===== src/rtl/elmnt_mul_pack_pkg.sv =====
// Shared definitions for the packed product producer.
// Holds the Q-format defaults, the FSM state encoding and the default-width
// saturation words.
`ifndef ELMNT_MUL_PACK_PKG_SV
`define ELMNT_MUL_PACK_PKG_SV
package elmnt_mul_pack_pkg;

    // Q8.24 words, 31 taps
    localparam int unsigned WIDTH_D = 32;
    localparam int unsigned FBITS_D = 24;
    localparam int unsigned N_REG_D = 31;

    typedef enum logic [1:0] {
        IDLE = 2'd0,
        FILL = 2'd1,
        HOLD = 2'd2
    } state_t;

    // Clamp values for a WIDTH_D-bit signed word
    localparam logic [WIDTH_D-1:0] SAT_MAX_D = {1'b0, {(WIDTH_D-1){1'b1}}};
    localparam logic [WIDTH_D-1:0] SAT_MIN_D = {1'b1, {(WIDTH_D-1){1'b0}}};

endpackage
`endif


===== src/rtl/elmnt_mul_pack_if.sv =====
// Pair-in / frame-out handshake bundle of elmnt_mul_pack.
//   in_valid/in_ready/in_x/in_w/in_last : serial (sample, weight) pairs
//   out_valid/out_ready/out_multiply/out_sat : completed product frame
// master = producer of pairs and consumer of frames; slave = elmnt_mul_pack.
interface elmnt_mul_pack_if
    import elmnt_mul_pack_pkg::*;
#(
    parameter int unsigned WIDTH = WIDTH_D,
    parameter int unsigned N_REG = N_REG_D
);
    logic                   in_valid;
    logic                   in_ready;
    logic [WIDTH-1:0]       in_x;
    logic [WIDTH-1:0]       in_w;
    logic                   in_last;
    logic                   out_valid;
    logic                   out_ready;
    logic [N_REG*WIDTH-1:0] out_multiply;
    logic                   out_sat;

    modport master (
        output in_valid, in_x, in_w, in_last, out_ready,
        input  in_ready, out_valid, out_multiply, out_sat
    );

    modport slave (
        input  in_valid, in_x, in_w, in_last, out_ready,
        output in_ready, out_valid, out_multiply, out_sat
    );
endinterface


===== src/rtl/elmnt_mul_pack_fxp_mul_rnd_sat.sv =====
// Signed fixed-point multiply with round-half-up and saturation (combinational).
//   a, b : signed WIDTH-bit operands with FBITS fractional bits
//   y    : rounded, saturated product in the same Q format
//   sat  : product was clamped to the positive or negative limit
module fxp_mul_rnd_sat #(
    parameter int unsigned WIDTH = 32,
    parameter int unsigned FBITS = 24
) (
    input  logic signed [WIDTH-1:0] a,
    input  logic signed [WIDTH-1:0] b,
    output logic        [WIDTH-1:0] y,
    output logic                    sat
);
    localparam int unsigned PW = 2 * WIDTH;

    localparam logic signed [PW-1:0] RND     = PW'(1) <<< (FBITS - 1);
    localparam logic signed [PW-1:0] MAX_EXT = PW'({1'b0, {(WIDTH-1){1'b1}}});
    localparam logic signed [PW-1:0] MIN_EXT = ~MAX_EXT;

    logic signed [PW-1:0] p;
    logic signed [PW-1:0] r;
    logic                 over;
    logic                 under;

    // Full-precision product; the rounding add cannot overflow 2*WIDTH bits
    always_comb begin
        p     = PW'(a) * PW'(b);
        r     = (p + RND) >>> FBITS;
        over  = (r > MAX_EXT);
        under = (r < MIN_EXT);
        sat   = over | under;
        if (over) begin
            y = {1'b0, {(WIDTH-1){1'b1}}};
        end else if (under) begin
            y = {1'b1, {(WIDTH-1){1'b0}}};
        end else begin
            y = r[WIDTH-1:0];
        end
    end
endmodule


===== src/rtl/elmnt_mul_pack.sv =====
// Packs a serial stream of rounded/saturated products into an N_REG-slot bus
// for the adder-tree reducer.
//   clk, rst_n : clock, asynchronous active-low reset
//   bus        : elmnt_mul_pack_if slave (pairs in, packed frame out)
// A frame closes on the N_REG-th pair or on in_last; unused slots stay zero so
// the downstream sum ignores them.
module elmnt_mul_pack
    import elmnt_mul_pack_pkg::*;
#(
    parameter int unsigned WIDTH = WIDTH_D,
    parameter int unsigned FBITS = FBITS_D,
    parameter int unsigned N_REG = N_REG_D
) (
    input logic             clk,
    input logic             rst_n,
    elmnt_mul_pack_if.slave bus
);
    localparam int unsigned IDXW = (N_REG > 1) ? $clog2(N_REG) : 1;

    state_t                        state_q, state_d;
    logic [IDXW-1:0]               idx_q, idx_d;
    logic [N_REG-1:0][WIDTH-1:0]   slot_q, slot_d;
    logic                          sat_q, sat_d;
    logic                          in_ready_q;
    logic                          out_valid_q;
    logic [WIDTH-1:0]              prod;
    logic                          prod_sat;

    fxp_mul_rnd_sat #(
        .WIDTH (WIDTH),
        .FBITS (FBITS)
    ) u_mul (
        .a   (bus.in_x),
        .b   (bus.in_w),
        .y   (prod),
        .sat (prod_sat)
    );

    // Next-state and slot update
    always_comb begin
        state_d = state_q;
        idx_d   = idx_q;
        slot_d  = slot_q;
        sat_d   = sat_q;
        case (state_q)
            IDLE: state_d = FILL;
            FILL: begin
                if (bus.in_valid && in_ready_q) begin
                    slot_d[idx_q] = prod;
                    sat_d         = sat_q | prod_sat;
                    if ((idx_q == IDXW'(N_REG - 1)) || bus.in_last) begin
                        state_d = HOLD;
                    end else begin
                        idx_d = idx_q + IDXW'(1);
                    end
                end
            end
            HOLD: begin
                if (bus.out_ready) begin
                    slot_d  = '0;
                    sat_d   = 1'b0;
                    idx_d   = '0;
                    state_d = FILL;
                end
            end
            default: state_d = IDLE;
        endcase
    end

    // Handshake flags are decoded from the next state so they are flops
    always_ff @(posedge clk or negedge rst_n) begin
        if (!rst_n) begin
            state_q     <= IDLE;
            idx_q       <= '0;
            slot_q      <= '0;
            sat_q       <= 1'b0;
            in_ready_q  <= 1'b0;
            out_valid_q <= 1'b0;
        end else begin
            state_q     <= state_d;
            idx_q       <= idx_d;
            slot_q      <= slot_d;
            sat_q       <= sat_d;
            in_ready_q  <= (state_d == FILL);
            out_valid_q <= (state_d == HOLD);
        end
    end

    assign bus.in_ready     = in_ready_q;
    assign bus.out_valid    = out_valid_q;
    assign bus.out_multiply = slot_q;
    assign bus.out_sat      = sat_q;
endmodule

===== src/flat_wrapper.sv =====
// flat-port wrapper written by rule: the top's interface ports become plain ports
module elmnt_mul_pack_flat import elmnt_mul_pack_pkg::*;
#(
    parameter int unsigned WIDTH = WIDTH_D,
    parameter int unsigned FBITS = FBITS_D,
    parameter int unsigned N_REG = N_REG_D
)
  (clk, rst_n, bus_in_valid, bus_in_x, bus_in_w, bus_in_last, bus_out_ready, bus_in_ready, bus_out_valid, bus_out_multiply, bus_out_sat);
  elmnt_mul_pack_if #(.WIDTH(WIDTH), .N_REG(N_REG)) bus_i ();
  input logic clk;
  input logic rst_n;
  input wire logic [$bits(bus_i.in_valid)-1:0] bus_in_valid;
  input wire logic [$bits(bus_i.in_x)-1:0] bus_in_x;
  input wire logic [$bits(bus_i.in_w)-1:0] bus_in_w;
  input wire logic [$bits(bus_i.in_last)-1:0] bus_in_last;
  input wire logic [$bits(bus_i.out_ready)-1:0] bus_out_ready;
  output wire logic [$bits(bus_i.in_ready)-1:0] bus_in_ready;
  output wire logic [$bits(bus_i.out_valid)-1:0] bus_out_valid;
  output wire logic [$bits(bus_i.out_multiply)-1:0] bus_out_multiply;
  output wire logic [$bits(bus_i.out_sat)-1:0] bus_out_sat;
  assign bus_i.in_valid = bus_in_valid;
  assign bus_i.in_x = bus_in_x;
  assign bus_i.in_w = bus_in_w;
  assign bus_i.in_last = bus_in_last;
  assign bus_i.out_ready = bus_out_ready;
  assign bus_in_ready = bus_i.in_ready;
  assign bus_out_valid = bus_i.out_valid;
  assign bus_out_multiply = bus_i.out_multiply;
  assign bus_out_sat = bus_i.out_sat;
  elmnt_mul_pack #(.WIDTH(WIDTH), .FBITS(FBITS), .N_REG(N_REG)) u_core (.clk(clk), .rst_n(rst_n), .bus(bus_i));
endmodule

===== config.mk =====
export PLATFORM = sky130hd
export DESIGN_NAME = elmnt_mul_pack_flat
export DESIGN_NICKNAME = d
export VERILOG_FILES = /design/src/rtl/elmnt_mul_pack_pkg.sv /design/src/rtl/elmnt_mul_pack_if.sv /design/src/rtl/elmnt_mul_pack_fxp_mul_rnd_sat.sv /design/src/rtl/elmnt_mul_pack.sv /design/src/flat_wrapper.sv
export SDC_FILE = /design/constraint.sdc
export NUM_CORES = 2
export LEC_CHECK = 0
export ABC_AREA = 0
export CORE_AREA = 2 2 418 420
export DETAILED_ROUTE_END_ITERATION = 8
export DIE_AREA = 0 0 420 422
export PLACE_DENSITY = 0.63
export SLEW_MARGIN = 10
export SYNTH_ARGS = -nofsm -noshare
export SYNTH_HDL_FRONTEND = slang
export SYNTH_SLANG_ARGS = --single-unit
export TNS_END_PERCENT = 5

===== constraint.sdc =====
create_clock -name clk -period 6.15 [get_ports clk]
set_input_delay 1.845 -clock clk [delete_from_list [all_inputs] [get_ports clk]]
set_output_delay 1.845 -clock clk [all_outputs]
set_load 0.02 [all_outputs]

==> report_table.html <==
<table>
<tr><th>Metric</th><th>Value</th></tr>
<tr><th colspan="2">Run status</th></tr>
<tr><td>Result of the run</td><td>finished with violations</td></tr>
<tr><td>Failing checks</td><td>setup timing</td></tr>
<tr><th colspan="2">Final layout</th></tr>
<tr><td>Filler cell count</td><td>between 10000 and 15000</td></tr>
<tr><td>Final-stage net count</td><td>10010</td></tr>
<tr><td>Ratio of cells with drive above 1 in the final layout</td><td>0.2034</td></tr>
<tr><td>Layout overhead on the synthesized area</td><td>39.60%</td></tr>
<tr><td>Finished Layout Cells</td><td>11110</td></tr>
<tr><td>Final instance area</td><td>104100 um^2</td></tr>
<tr><td>Final core area utilization</td><td>0.6020</td></tr>
<tr><td>Combined area of the multi-input logic cells</td><td>45820 um^2</td></tr>
<tr><td>Combined flip-flop and latch cell area</td><td>around 25000 um^2</td></tr>
<tr><th colspan="2">Clock network</th></tr>
<tr><td>Number of buffers created by CTS</td><td>roughly 110</td></tr>
<tr><td>CTS Root Cell</td><td>clkbuf_16</td></tr>
<tr><td>TritonCTS clock tree</td><td>yes</td></tr>
<tr><td>Hold Buf Count CTS</td><td>0</td></tr>
<tr><td>CTS sink cnt</td><td>1002</td></tr>
<tr><td>Number of buffers on the longest clock path</td><td>3</td></tr>
<tr><td>Clock-pin slew reported for the worst setup and hold paths after clock tree synthesis</td><td>about 60 ps</td></tr>
<tr><td>Clock latency reported for the late side of the worst-skew pair</td><td>810 ps</td></tr>
<tr><td>Number of levels the H-tree was split into</td><td>3</td></tr>
<tr><th colspan="2">Floorplanning</th></tr>
<tr><td>Overall die area</td><td>177200 um^2</td></tr>
<tr><td>Die span in x</td><td>420 um</td></tr>
<tr><td>Initial Util</td><td>0.4313</td></tr>
<tr><td>Height of the chip</td><td>422 um</td></tr>
<tr><td>Std-Cell Core Area</td><td>approximately 170000 um^2</td></tr>
<tr><td>Std cell rows</td><td>153</td></tr>
<tr><td>Number of top-level pins</td><td>between 1000 and 1500</td></tr>
<tr><th colspan="2">Timing</th></tr>
<tr><td>Setup clock skew after layout</td><td>slightly above 50 ps</td></tr>
<tr><td>Slew at the pin with the worst max-slew slack</td><td>between 1000 and 1500 ps</td></tr>
<tr><td>Unrepaired setup endpoints after global routing</td><td>true</td></tr>
<tr><td>Post-route minimum period</td><td>about 9600 ps</td></tr>
<tr><td>Relative slew slack</td><td>0.1377</td></tr>
<tr><td>Hold Violations, Final</td><td>0</td></tr>
<tr><td>Max Transition Viols Final</td><td>0</td></tr>
<tr><td>Share of the clock period used by the worst path</td><td>1.556</td></tr>
<tr><td>Worst setup slack after layout</td><td>-3420 ps</td></tr>
<tr><td>Upper clock frequency limit</td><td>0.1045 GHz</td></tr>
<tr><td>Count of endpoints failing setup in the final report</td><td>993</td></tr>
<tr><th colspan="2">Global route</th></tr>
<tr><td>First-pass GRT wire length</td><td>470900 um</td></tr>
<tr><td>Overall Global Routing Usage</td><td>0.3677</td></tr>
<tr><td>GRT Residual Overflow</td><td>0</td></tr>
<tr><td>Maximum number of pins on one net before global-route repair</td><td>134</td></tr>
<tr><td>Via count of the first global-routing pass</td><td>66670</td></tr>
<tr><td>Number of antenna violations at the first check in global routing</td><td>32</td></tr>
<tr><th colspan="2">Logic synthesis</th></tr>
<tr><td>Number of enable flip-flop cells after synthesis</td><td>0</td></tr>
<tr><td>Netlist cell types</td><td>82</td></tr>
<tr><td>Post-synth net total</td><td>around 8400</td></tr>
<tr><td>Yosys warning count</td><td>0</td></tr>
<tr><td>Register bit count reported by yosys</td><td>1002</td></tr>
<tr><td>Sequential cell area fraction in the yosys report</td><td>0.3363</td></tr>
<tr><td>Post-Syn Instances</td><td>7079</td></tr>
<tr><td>Asr flop ratio synth</td><td>1.000</td></tr>
<tr><td>Netlist Area Pre-Place</td><td>74550 um^2</td></tr>
<tr><td>Most common flop cell mapped by yosys</td><td>dfrtp_1</td></tr>
<tr><td>Mean instance size in the synthesized netlist</td><td>10.53 um^2</td></tr>
<tr><th colspan="2">Place</th></tr>
<tr><td>Placed Instances</td><td>around 11000</td></tr>
<tr><td>Detailed-placement wirelength estimate</td><td>around 240000 um</td></tr>
<tr><td>Number of input and output port buffers inserted</td><td>roughly 1100</td></tr>
<tr><td>Place WS</td><td>-4692 ps</td></tr>
<tr><td>Post-place instance area</td><td>about 94000 um^2</td></tr>
<tr><td>Placer's final routability congestion estimate</td><td>0.9337</td></tr>
<tr><th colspan="2">Worst setup path</th></tr>
<tr><td>CP Launch Type</td><td>input pin</td></tr>
<tr><td>Startpoint of the lowest-slack register-to-register path</td><td>u_core.state_q[1]</td></tr>
<tr><td>Crit-path max FO</td><td>7</td></tr>
<tr><td>Capture instance of the worst register-to-register path</td><td>u_core.bus.out_multiply[861]</td></tr>
<tr><td>Arr. time, crit path</td><td>10220 ps</td></tr>
<tr><td>Number of cells traversed by the worst register-to-register path</td><td>9</td></tr>
<tr><td>Register-to-register setup slack</td><td>2980 ps</td></tr>
<tr><td>Critical path buffer and inverter count</td><td>17</td></tr>
<tr><td>Kind of cell adding the most delay to the critical path</td><td>adder cells</td></tr>
<tr><td>Critical path's largest stage delay</td><td>just over 600 ps</td></tr>
<tr><td>Required time at the worst-slack endpoint</td><td>between 6000 and 7000 ps</td></tr>
<tr><td>Crit path kind</td><td>in -&gt; reg</td></tr>
<tr><td>Critical path endpoint category</td><td>register</td></tr>
<tr><td>Critical path's slowest cell</td><td>fa_2</td></tr>
<tr><th colspan="2">Route</th></tr>
<tr><td>Remaining routing DRC violations</td><td>0</td></tr>
<tr><td>Number of search-and-repair iterations in the first detailed-routing pass</td><td>6</td></tr>
<tr><td>Met2 Routed Length</td><td>148300 um</td></tr>
<tr><td>DRT antenna net count</td><td>0</td></tr>
<tr><td>Via count</td><td>63240</td></tr>
<tr><td>Highest Signal Layer</td><td>met5</td></tr>
<tr><td>Initial DRC count</td><td>5868</td></tr>
<tr><td>Final Routed Wirelength</td><td>about 330000 um</td></tr>
<tr><td>Per-cell via count in the routed design</td><td>5.694</td></tr>
<tr><td>Average detailed-routed wire length per instance</td><td>30.15 um</td></tr>
<tr><td>Routed met1 length</td><td>126500 um</td></tr>
<tr><td>Met3 Wirelength</td><td>between 30000 and 40000 um</td></tr>
<tr><th colspan="2">Run</th></tr>
<tr><td>Number of max-capacitance violations reported</td><td>0</td></tr>
<tr><th colspan="2">Min path</th></tr>
<tr><td>Hold EP</td><td>u_core.bus.out_multiply[783]</td></tr>
<tr><td>Worst Min Path Start</td><td>u_core.bus.out_multiply[783]</td></tr>
<tr><td>Hold path depth</td><td>2</td></tr>
<tr><td>Worst min-delay path class</td><td>reg -&gt; reg</td></tr>
</table>
## how the worst max path moves through the flow
stage	start	slack, ps	end	cells past startpoint
finish	bus_in_x[31]	-3420	u_core.bus.out_multiply[687]	36
detailed placement	bus_in_x[31]	-4690	u_core.bus.out_multiply[177]	29
floorplan	bus_in_x[31]	-3910	u_core.bus.out_multiply[142]	28
global placement	bus_in_w[3]	-4640	u_core.bus.out_multiply[172]	32
CTS	bus_in_x[30]	-3290	u_core.bus.out_multiply[7]	33
global route	bus_in_x[31]	-3600	u_core.bus.out_multiply[595]	35
## worst reg2reg max path: stages, from the launching register on
cell,delay (ps)
dfrtp_1,430
nor2b_1,220
nand2_1,160
o21ai_0,190
and2_1,210
nand2_1,330
nor2_4,960
o21ai_2,200
buf_12,220
o21ai_0,140
## cell type report
class | instances | area share
inverter | 942 | 0.03405
clock buffer | 142 | 0.02842
timing repair buffer | 2040 | 0.2197
multi-input combinational | 4585 | 0.4403
sequential | 1002 | 0.2409
antenna | 13 | 0.0003126
clock inverter | 56 | 0.008428
tap | 2325 | 0.02795
## logic make-up (layout without fill, tap and decap cells)
group,after synthesis,count (layout),synth area share
AO/OA/AOI/OAI,1315,1315,0.1325
flip-flops,1002,1002,0.3363
buffers and inverters,1492,3180,0.08153
other,0,13,0
AND/OR/NAND/NOR,1955,1955,0.1225
multiplexers,2,2,0.0002685
XOR/XNOR,49,49,0.005757
adder cells (fa/ha/maj),1264,1264,0.3211
## layout by cell type, fill, tap and decap left out, types with 89 or more instances in the layout
cell type / instances
o21ai_1: 153
o21ai_2: 172
and2_1: 498
fa_1: 1017
o21ai_0: 252
inv_1: 920
clkbuf_16: 130
a22o_1: 125
nand2_1: 1145
dfrtp_1: 1002
ha_1: 150
clkdlybuf4s50_1: 1002
buf_12: 236
nor2_1: 89
buf_4: 574
a32o_1: 311
## metal layers
| layer | vias to the layer above | GRT usage |
|---|---|---|
| met5 | - | 0 |
| met3 | 1001 | 0.09889 |
| met2 | 3512 | 0.5648 |
| li1 | 25960 | - |
| met4 | 20 | 0.2264 |
| met1 | 32740 | 0.4624 |
## sequential cells by signal (all words and copies together), names as in the netlist
name / flops
u_core.idx_q: 5
u_core.state_q: 2
u_core.bus.out_sat: 1
u_core.bus.out_multiply: 992
u_core.bus.out_valid: 1
u_core.bus.in_ready: 1
## synth_stat cells, drive strengths merged (19+ instances only)
cell type / n / share of area
a21oi: 112 / 0.0079
nor2: 115 / 0.0059
ha: 182 / 0.031
buf: 160 / 0.014
inv: 942 / 0.047
nand3: 25 / 0.0017
nand4: 33 / 0.0029
fa: 1082 / 0.29
nor3: 24 / 0.0016
xnor2: 34 / 0.0040
clkbuf: 390 / 0.020
nand2: 1162 / 0.059
dfrtp: 1002 / 0.34
o21ai: 584 / 0.040
a22o: 125 / 0.015
and2: 517 / 0.043
nand2b: 19 / 0.0019
a21o: 22 / 0.0031
o41ai: 63 / 0.013
a32o: 311 / 0.042
## what timing repair did
item	in CTS	in global routing
pin swaps	230	243
gates resized for setup	548	430
cloned	52	26
buffers inserted	120	51
setup endpoints to repair	993	993
## metrics by stage
| stage | setup TNS (ps) | hold WS [ps] |
|---|---|---|
| after floorplan | -3801450 | 518.7 |
| after detailed placement | -4522530 | 460.2 |
| after global routing | -3460460 | 491.2 |
| after CTS | -3122140 | 476.0 |
| after global placement | -4490710 | 458.4 |
| final | -3275620 | 473.7 |
Power is not shown: default switching activity piles up to over one toggle a cycle in this logic, so the estimate is an artifact.
